## src/rtl/prog_loader.sv

```systemverilog
`default_nettype none
// ============================================================================
// Module      : prog_loader
// Description : Instruction encoder and program-memory writer. Packs
//               {addr_w, addr_b, addr_a, opcode} field bundles received over
//               a valid/ready stream into WORD_W-bit instruction words. Words
//               are written sequentially into a DEPTH-entry program memory,
//               which is exported as a packed array for the fetch stage.
//
// Ports       : clk          - clock, rising edge
//               rst          - synchronous active-high reset
//               start_i      - one-cycle pulse, begins a load at address 0
//               in_valid_i   - field bundle valid
//               in_ready_o   - loader accepts a bundle (registered, LOAD only)
//               in_last_i    - final instruction of the program
//               opcode_i     - instruction opcode
//               addr_a_i     - source A register address
//               addr_b_i     - source B register address
//               addr_w_i     - destination register address
//               mem_o        - packed program memory, fetch-side view
//               prog_len_o   - words written in current/last load (0..DEPTH)
//               done_o       - load complete
//               err_o        - sticky protocol-error flag
//
// Option      : PROG_LOADER_OPCODE_CHECK_EN - when defined, transfers with
//               opcode > OPC_MAX are consumed but not written, and set err.
//
// Revision    : 1.0 - initial release
// ============================================================================
module prog_loader #(
    parameter int DEPTH   = 32,
    parameter int WORD_W  = 20,
    parameter int FIELD_W = 5,
    parameter int OPC_MAX = 15
) (
    input  logic                            clk,
    input  logic                            rst,
    input  logic                            start_i,
    input  logic                            in_valid_i,
    output logic                            in_ready_o,
    input  logic                            in_last_i,
    input  logic [FIELD_W-1:0]              opcode_i,
    input  logic [FIELD_W-1:0]              addr_a_i,
    input  logic [FIELD_W-1:0]              addr_b_i,
    input  logic [FIELD_W-1:0]              addr_w_i,
    output logic [DEPTH-1:0][WORD_W-1:0]    mem_o,
    output logic [$clog2(DEPTH):0]          prog_len_o,
    output logic                            done_o,
    output logic                            err_o
);

    localparam int PTR_W = $clog2(DEPTH);
    localparam logic [PTR_W-1:0] C_PTR_LAST = PTR_W'(DEPTH - 1);

    typedef enum logic [1:0] {
        IDLE = 2'd0,
        LOAD = 2'd1,
        DONE = 2'd2
    } state_t;

    state_t                       state_q, state_d;
    logic [PTR_W-1:0]             ptr_q,   ptr_d;
    logic [PTR_W:0]               len_q,   len_d;
    logic                         err_q,   err_d;
    logic [DEPTH-1:0][WORD_W-1:0] mem_q;

    logic                         w_we;
    logic                         w_op_ok;
    logic [WORD_W-1:0]            w_word;

    // Exact inverse of the decode stage's field slicing.
    assign w_word = {addr_w_i, addr_b_i, addr_a_i, opcode_i};

`ifdef PROG_LOADER_OPCODE_CHECK_EN
    assign w_op_ok = ({1'b0, opcode_i} <= (FIELD_W+1)'(OPC_MAX));
`else
    logic w_unused_opc_max;
    assign w_unused_opc_max = ^OPC_MAX;
    assign w_op_ok          = 1'b1;
`endif

    // ------------------------------------------------------------------
    // Next-state / control
    // ------------------------------------------------------------------
    always_comb begin
        state_d = state_q;
        ptr_d   = ptr_q;
        len_d   = len_q;
        err_d   = err_q;
        w_we    = 1'b0;

        if (start_i) begin
            // start outranks any transfer presented in the same cycle.
            state_d = LOAD;
            ptr_d   = '0;
            len_d   = '0;
            err_d   = 1'b0;
        end else begin
            case (state_q)
                LOAD: begin
                    if (in_valid_i) begin
                        if (w_op_ok) begin
                            w_we  = 1'b1;
                            len_d = len_q + 1'b1;
                            // The pointer saturates; the load ends on the
                            // last entry instead of wrapping.
                            if (ptr_q == C_PTR_LAST) begin
                                state_d = DONE;
                            end else begin
                                ptr_d = ptr_q + 1'b1;
                            end
                        end else begin
                            err_d = 1'b1;
                        end
                        if (in_last_i) begin
                            state_d = DONE;
                        end
                    end
                end
                IDLE, DONE: begin
                    if (in_valid_i) begin
                        err_d = 1'b1;
                    end
                end
                default: begin
                    state_d = IDLE;
                end
            endcase
        end
    end

    always_ff @(posedge clk) begin
        if (rst) begin
            state_q <= IDLE;
            ptr_q   <= '0;
            len_q   <= '0;
            err_q   <= 1'b0;
        end else begin
            state_q <= state_d;
            ptr_q   <= ptr_d;
            len_q   <= len_d;
            err_q   <= err_d;
        end
    end

    // Program memory; fully cleared by reset so fetch never sees stale code.
    always_ff @(posedge clk) begin
        if (rst) begin
            mem_q <= '0;
        end else if (w_we) begin
            mem_q[ptr_q] <= w_word;
        end
    end

    assign mem_o      = mem_q;
    assign prog_len_o = len_q;
    assign in_ready_o = (state_q == LOAD);
    assign done_o     = (state_q == DONE);
    assign err_o      = err_q;

endmodule
`default_nettype wire

```

## config.mk

```make
export PLATFORM = sky130hd
export DESIGN_NAME = prog_loader
export DESIGN_NICKNAME = d
export VERILOG_FILES = /design/src/rtl/prog_loader.sv
export SDC_FILE = /design/constraint.sdc
export NUM_CORES = 1
export LEC_CHECK = 0
export CAP_MARGIN = 10
export CORE_AREA = 2 2 265 267
export DETAILED_ROUTE_END_ITERATION = 6
export DIE_AREA = 0 0 267 269
export GPL_TIMING_DRIVEN = 0
export PLACE_DENSITY = 0.73
export SETUP_SLACK_MARGIN = 0.2
export SLEW_MARGIN = 5
export SYNTH_ARGS = -nofsm -noshare
export SYNTH_HDL_FRONTEND = slang
export SYNTH_SLANG_ARGS = --single-unit
```

## constraint.sdc

```tcl
create_clock -name clk -period 1.6 [get_ports clk]
set_input_delay 0.24 -clock clk [delete_from_list [all_inputs] [get_ports clk]]
set_output_delay 0.24 -clock clk [all_outputs]
set_load 0.03 [all_outputs]
```

[After elaboration in Yosys (flattened, before gate mapping)]
Cells that the tools add are included.
Word-level totals
  output and inout bits: 649
  flip-flop bits (word level): 654
  input bits: 25
Cells by class
  multiplexer cells: 11
  reductions and logical operators: 9
  bitwise logic cells: 2
  add/sub/neg operators: 2
  order comparisons: 2
  eq/ne operators: 8
Operator list (count)
  bitwise mux 640 bit: 1
  demux 20 bit (select 5 bit): 1
  two-way mux 20 bit: 1
  AND reduction 3 bit: 3
  adder 6 x 1 -> 6 bit (second input constant): 1
  less-than comparator 5 x 6 -> 1 bit (second input constant): 1
  two-way mux 2 bit: 3
  adder 5 x 1 -> 5 bit (second input constant): 1
  == test 5 bit (second input constant): 1
  >= comparator 5 x 1 -> 1 bit (second input constant): 1
  two-way mux 1 bit: 4
  != test 2 bit (second input constant): 2
  != test 4 x 2 -> 1 bit (second input constant): 1
  one-hot mux 2 bit (2 select lines): 1
  AND reduction 2 bit: 2
  OR reduction 2 bit: 2
  != test 3 x 1 -> 1 bit (second input constant): 1
  != test 3 bit (second input constant): 1
  == test 2 x 1 -> 1 bit (second input constant): 1
  == test 2 bit (second input constant): 1
  zero test 2 bit: 1
  NOT 1 bit: 2
  logical AND 1 bit: 1

[Longest topological paths before layout]
  word-level depth: 6
  depth in mapped cells: 7
  mapped depth without buffers: 6

[Least setup slack after synthesis]
Ideal clock, no wire load.
  kind: register to register
  start point: reg ptr_q[0]
  end point: reg ptr_q[3]
  path slack: -0.096 ns
  stages on the path, launching flop included: 6
  arrival time: 1.626 ns
  path buffers: 0
  setup time: 0.071 ns
  clock period less this slack: 1.696 ns
  path through: dfxtp_1 > ha_1 > and3_1 > ha_1 > or4_1 > a21oi_1
On the way
  word-level cells in the longest chain between the ends: 3
  elaborated cells on any way between the ends: 4
Ends and longest elaborated chain
  from (decl): RTL line 62  | logic [PTR_W-1:0] ptr_q, ptr_d;
  from (signal assigned): RTL line 140  | ptr_q <= ptr_d;
  branches (longest 3 deep; another with adder 5 x 1 -> 5 bit)
Several ways; the timed one is not identified.
A chain may end at the register's enable or synchronous reset.

[Worst setup path after layout]
  start point: reg state_q[1]
  end point: reg mem_q, in the netlist mem_o[432]
On the way
  word-level cells in the longest chain between the ends: 3
Ends and longest elaborated chain
  from (decl): RTL line 61  | state_t state_q, state_d;
  from (signal assigned): RTL line 139  | state_q <= state_d;
  == test 2 x 1 -> 1 bit: RTL line 99  | case (state_q)
  two-way mux 1 bit: RTL line 99
  two-way mux 1 bit: RTL line 92  | if (start_i) begin
  to (signal, indexed assignment): RTL line 151  | mem_q[ptr_q] <= w_word;
  to (decl): RTL line 65  | logic [DEPTH-1:0][WORD_W-1:0] mem_q;
No other way between the ends.

==> results.rst <==
.. list-table::
   :header-rows: 1

   * - Metric
     - Value
   * - Required time reported for the critical path endpoint
     - 2.08 ns
   * - Number of antenna violations at the first check in global routing
     - 2
   * - Hold_buf cts
     - 0
   * - Netlist Area Pre-Place
     - 0.02515 sq mm
   * - Height of the chip
     - 269 um
   * - Signed area change from the synthesized netlist to the final layout
     - 45.27%
   * - Count of vias placed by the detailed router
     - 19,382
   * - Worst Slack Setup Final
     - -0.08381 ns
   * - Post-Synthesis Cells
     - 2,265
   * - Worst ir drop on vdd
     - 0.0008619 V
   * - Cell count after placement
     - 3,877
   * - Startpoint of the most critical setup path
     - state_q[1]
   * - Min-delay worst type
     - primary input to flip-flop
   * - Detailed-route wire length
     - 98,210 um
   * - Yosys warns
     - 0
   * - First-pass DRT Iterations
     - 5
   * - Area of the placeable core
     - 0.06930 sq mm
   * - Cell with the most instances after synthesis
     - nand2b_1
   * - Outcome
     - finished, violations left
   * - Element type at the critical path start
     - flip-flop
   * - Horiz. Die Dim
     - 267 um
   * - Insertion delay to the later sink of the worst-skew pair
     - 0.61 ns
   * - Period utilization
     - 105.2%
   * - Timing endpoint of the critical path
     - mem_o[432]
   * - Total CTS buffers
     - 74
   * - Deepest clock path buffer count
     - 3
   * - Crit path capture type
     - flip-flop
   * - Worst Tran Pin Value
     - 0.7748 ns
   * - DPL Wire Length
     - 69,910 um
   * - Share of layout cells above drive strength 1
     - 16.78%
   * - Largest area contributor in the netlist
     - dfxtp_1
   * - Shortest period the worst path allows
     - 1.684 ns
   * - Average routed wire per standard cell
     - 24.28 um
   * - Fraction of the yosys area taken by sequential cells
     - 52.05%
   * - Critical path class
     - flip-flop to flip-flop
   * - CTS tree
     - built
   * - Async set-or-reset flop fraction in the synthesized netlist
     - 0%
   * - Count of flip-flops with a built-in enable after synthesis
     - 0
   * - Total negative slack for setup checks
     - -6.377 ns
   * - Mapped Nets
     - 2,296
   * - Cells on worst reg2reg path
     - 6
   * - H-tree levels
     - 3
   * - Number of violations reported at the end of detailed-routing iteration 0
     - 1,098
   * - Synth top area share
     - 52.05%
   * - Residual overflow from global routing
     - 0
   * - Worst reg2reg startpoint
     - state_q[1]
   * - Cell chosen for the clock root
     - clkbuf_16
   * - Quantity of I/O buffers inserted on ports
     - 672
   * - Total of endpoints with negative setup slack in the final report
     - 277
   * - Crit-path max FO
     - 10
   * - Power density relative to cell area
     - 954.7 mW/mm^2
   * - Fillers
     - 6,203
   * - I/O pin total
     - 674
   * - Number of global-route vias before repair
     - 19,223
   * - Most used standard cells in the synthesized netlist
     - 660 x nand2b_1, 654 x dfxtp_1, 641 x mux2i_1, 123 x clkbuf_1, 82 x buf_2
   * - Maximum capacitance violations
     - 0
   * - Leakage power summed over all cells
     - 0.01864 uW
   * - Number of placement rows
     - 97
   * - Global-route wire length before repair
     - 137,600 um
   * - Final Instance Count excl. Fillers
     - 4,045
   * - Number of flip-flops and latches in the synthesized netlist
     - 654
   * - Number of distinct library cell variants in the gate-level netlist after synthesis
     - 27
   * - Post-DR vias/cell
     - 4.792
   * - Reg2Reg Capture Point
     - mem_o[432]
   * - Reg-to-reg setup timing slack
     - -0.08 ns
   * - Gp weighted congestion
     - 0.8238
   * - Post-CTS clock slew at the launch and capture registers of the worst setup and hold paths
     - 0.06 ns
   * - Remaining max-slew budget at the tightest pin
     - 48.35%
   * - Worst endpoint data arrival time
     - 2.17 ns
   * - # DRC
     - 0
   * - DIE AREA
     - 0.07182 sq mm
   * - Clock Sinks
     - 654
   * - Unrepaired setup endpoints after global routing
     - yes
   * - Total routing usage reported by global routing
     - 26.37%
   * - Pin count of the biggest net entering global routing
     - 13
   * - Most used DFF post-synth
     - dfxtp_1
   * - Detail Route Antenna Nets
     - 0
   * - Final-stage net count
     - 3,079
   * - Slew Limit Fails
     - 0
   * - Top cells by area in the synthesized netlist
     - dfxtp_1 52%, mux2i_1 26%, nand2b_1 16%
   * - Initial standard-cell utilization of the core
     - 36.29%
   * - Violated checks
     - negative setup slack
   * - Fmax
     - 593.9 MHz
   * - Number of hold violations in the final report
     - 0
   * - Fin Clk Skew
     - 0.01560 ns
   * - Post-synthesis area per instance
     - 11.10 sq um
logic make-up (layout without fill, tap and decap cells):
logic type               Yosys count  count (layout)  share of synthesized area, %
AO/OA/AOI/OAI                     17              17                        0.3681
XOR/XNOR                           3               3                        0.1045
buffers and inverters            213            1052                         3.646
other                              0               1                             0
AND/OR/NAND/NOR                  731             731                         18.02
multiplexers                     641             641                         25.51
adder cells (fa/ha/maj)            6               6                        0.2985
flip-flops                       654             654                         52.05
power by group:
part           total, uW  switching, uW  internal [uW]  leakage [uW]
logic               1490            976            512        0.0122
registers          16300           15.7          16300       0.00527
clock network      17100           7010          10100       0.00119
total              34900           8000          26900        0.0186
what timing repair did:
action | in CTS | in global routing
buffers inserted | 17 | 7
setup endpoints to repair | 1295 | 1292
gates resized for setup | 1568 | 130
gates cloned | 7 | 4
pin swaps | 7 | 4
endpoints found under the hold margin | 0 | 0
cell type report:
cell class              count  area [sq um]  share of cell area [%]
flip-flops and latches    654         13120                   35.90
clock inverters            12         172.7                  0.4726
multi-input cells        1398         11380                   31.14
inverters                   4         17.52                 0.04794
clock buffers             120          2268                   6.208
diodes                      1         2.502                0.006849
well taps                 940          1176                   3.219
repair buffers            707          6908                   18.91
plain buffers             209          1496                   4.095
worst min-delay path by stage:
stage,startpoint,to,slack (ns),cells after the start
final,start_i,state_q[0],0.34,3
after detailed placement,mem_o[52],mem_o[52],0.46,2
after global placement,err_o,err_o,0.46,2
after CTS,start_i,state_q[0],0.31,3
after floorplan,start_i,state_q[0],0.36,2
after global routing,start_i,state_q[0],0.34,3
per-stage QoR:
| step | total power, uW | setup slack (ns) | utilization (%) | instance area, sq um | hold slack (ns) |
|---|---|---|---|---|---|
| final | 34880 | -0.08381 | 52.73 | 36540 | 0.3370 |
| after global routing | 35820 | -0.1160 | 52.72 | 36540 | 0.3392 |
| after CTS | 35130 | -0.04000 | 52.30 | 36240 | 0.3050 |
| after detailed placement | 18120 | -1.263 | 47.85 | 33160 | 0.4616 |
| after global placement | 18120 | -1.259 | 47.85 | 33160 | 0.4556 |
| after floorplan | 17400 | 0.1325 | - | 25250 | 0.3574 |
metal layers:
layer,track usage (%),part of all wire (%)
met2,45.09,48
met1,32.32,42
met3,6.868,6.5
met4,8.564,3.1
met5,0,0
cell usage in the layout (no fill, tap or decap), drive strengths merged, types with 6 or more instances in the layout:
cell,count
a21oi,9
buf,172
clkbuf,245
clkdlybuf4s15,346
clkdlybuf4s50,23
clkinv,6
dfxtp,654
dlygate4sd2,250
ha,6
inv,7
mux2i,641
nand2,6
nand2b,660
nand3,18
nand4,17
nor2,9
nor2b,8
sequential cells by signal, indices dropped and copies added, names as in the netlist:
| register | cells |
|---|---|
| state_q | 2 |
| err_o | 1 |
| ptr_q | 5 |
| prog_len_o | 6 |
| mem_o | 640 |
worst max-delay path: stages (launching register included):
cell      delay (ns)
dfxtp_4         0.35
and4bb_4        0.39
buf_6           0.17
nand4_1         0.11
buf_4           0.19
clkbuf_4        0.20
mux2i_1         0.13
Note: power is estimated with default switching activity, not from simulation.
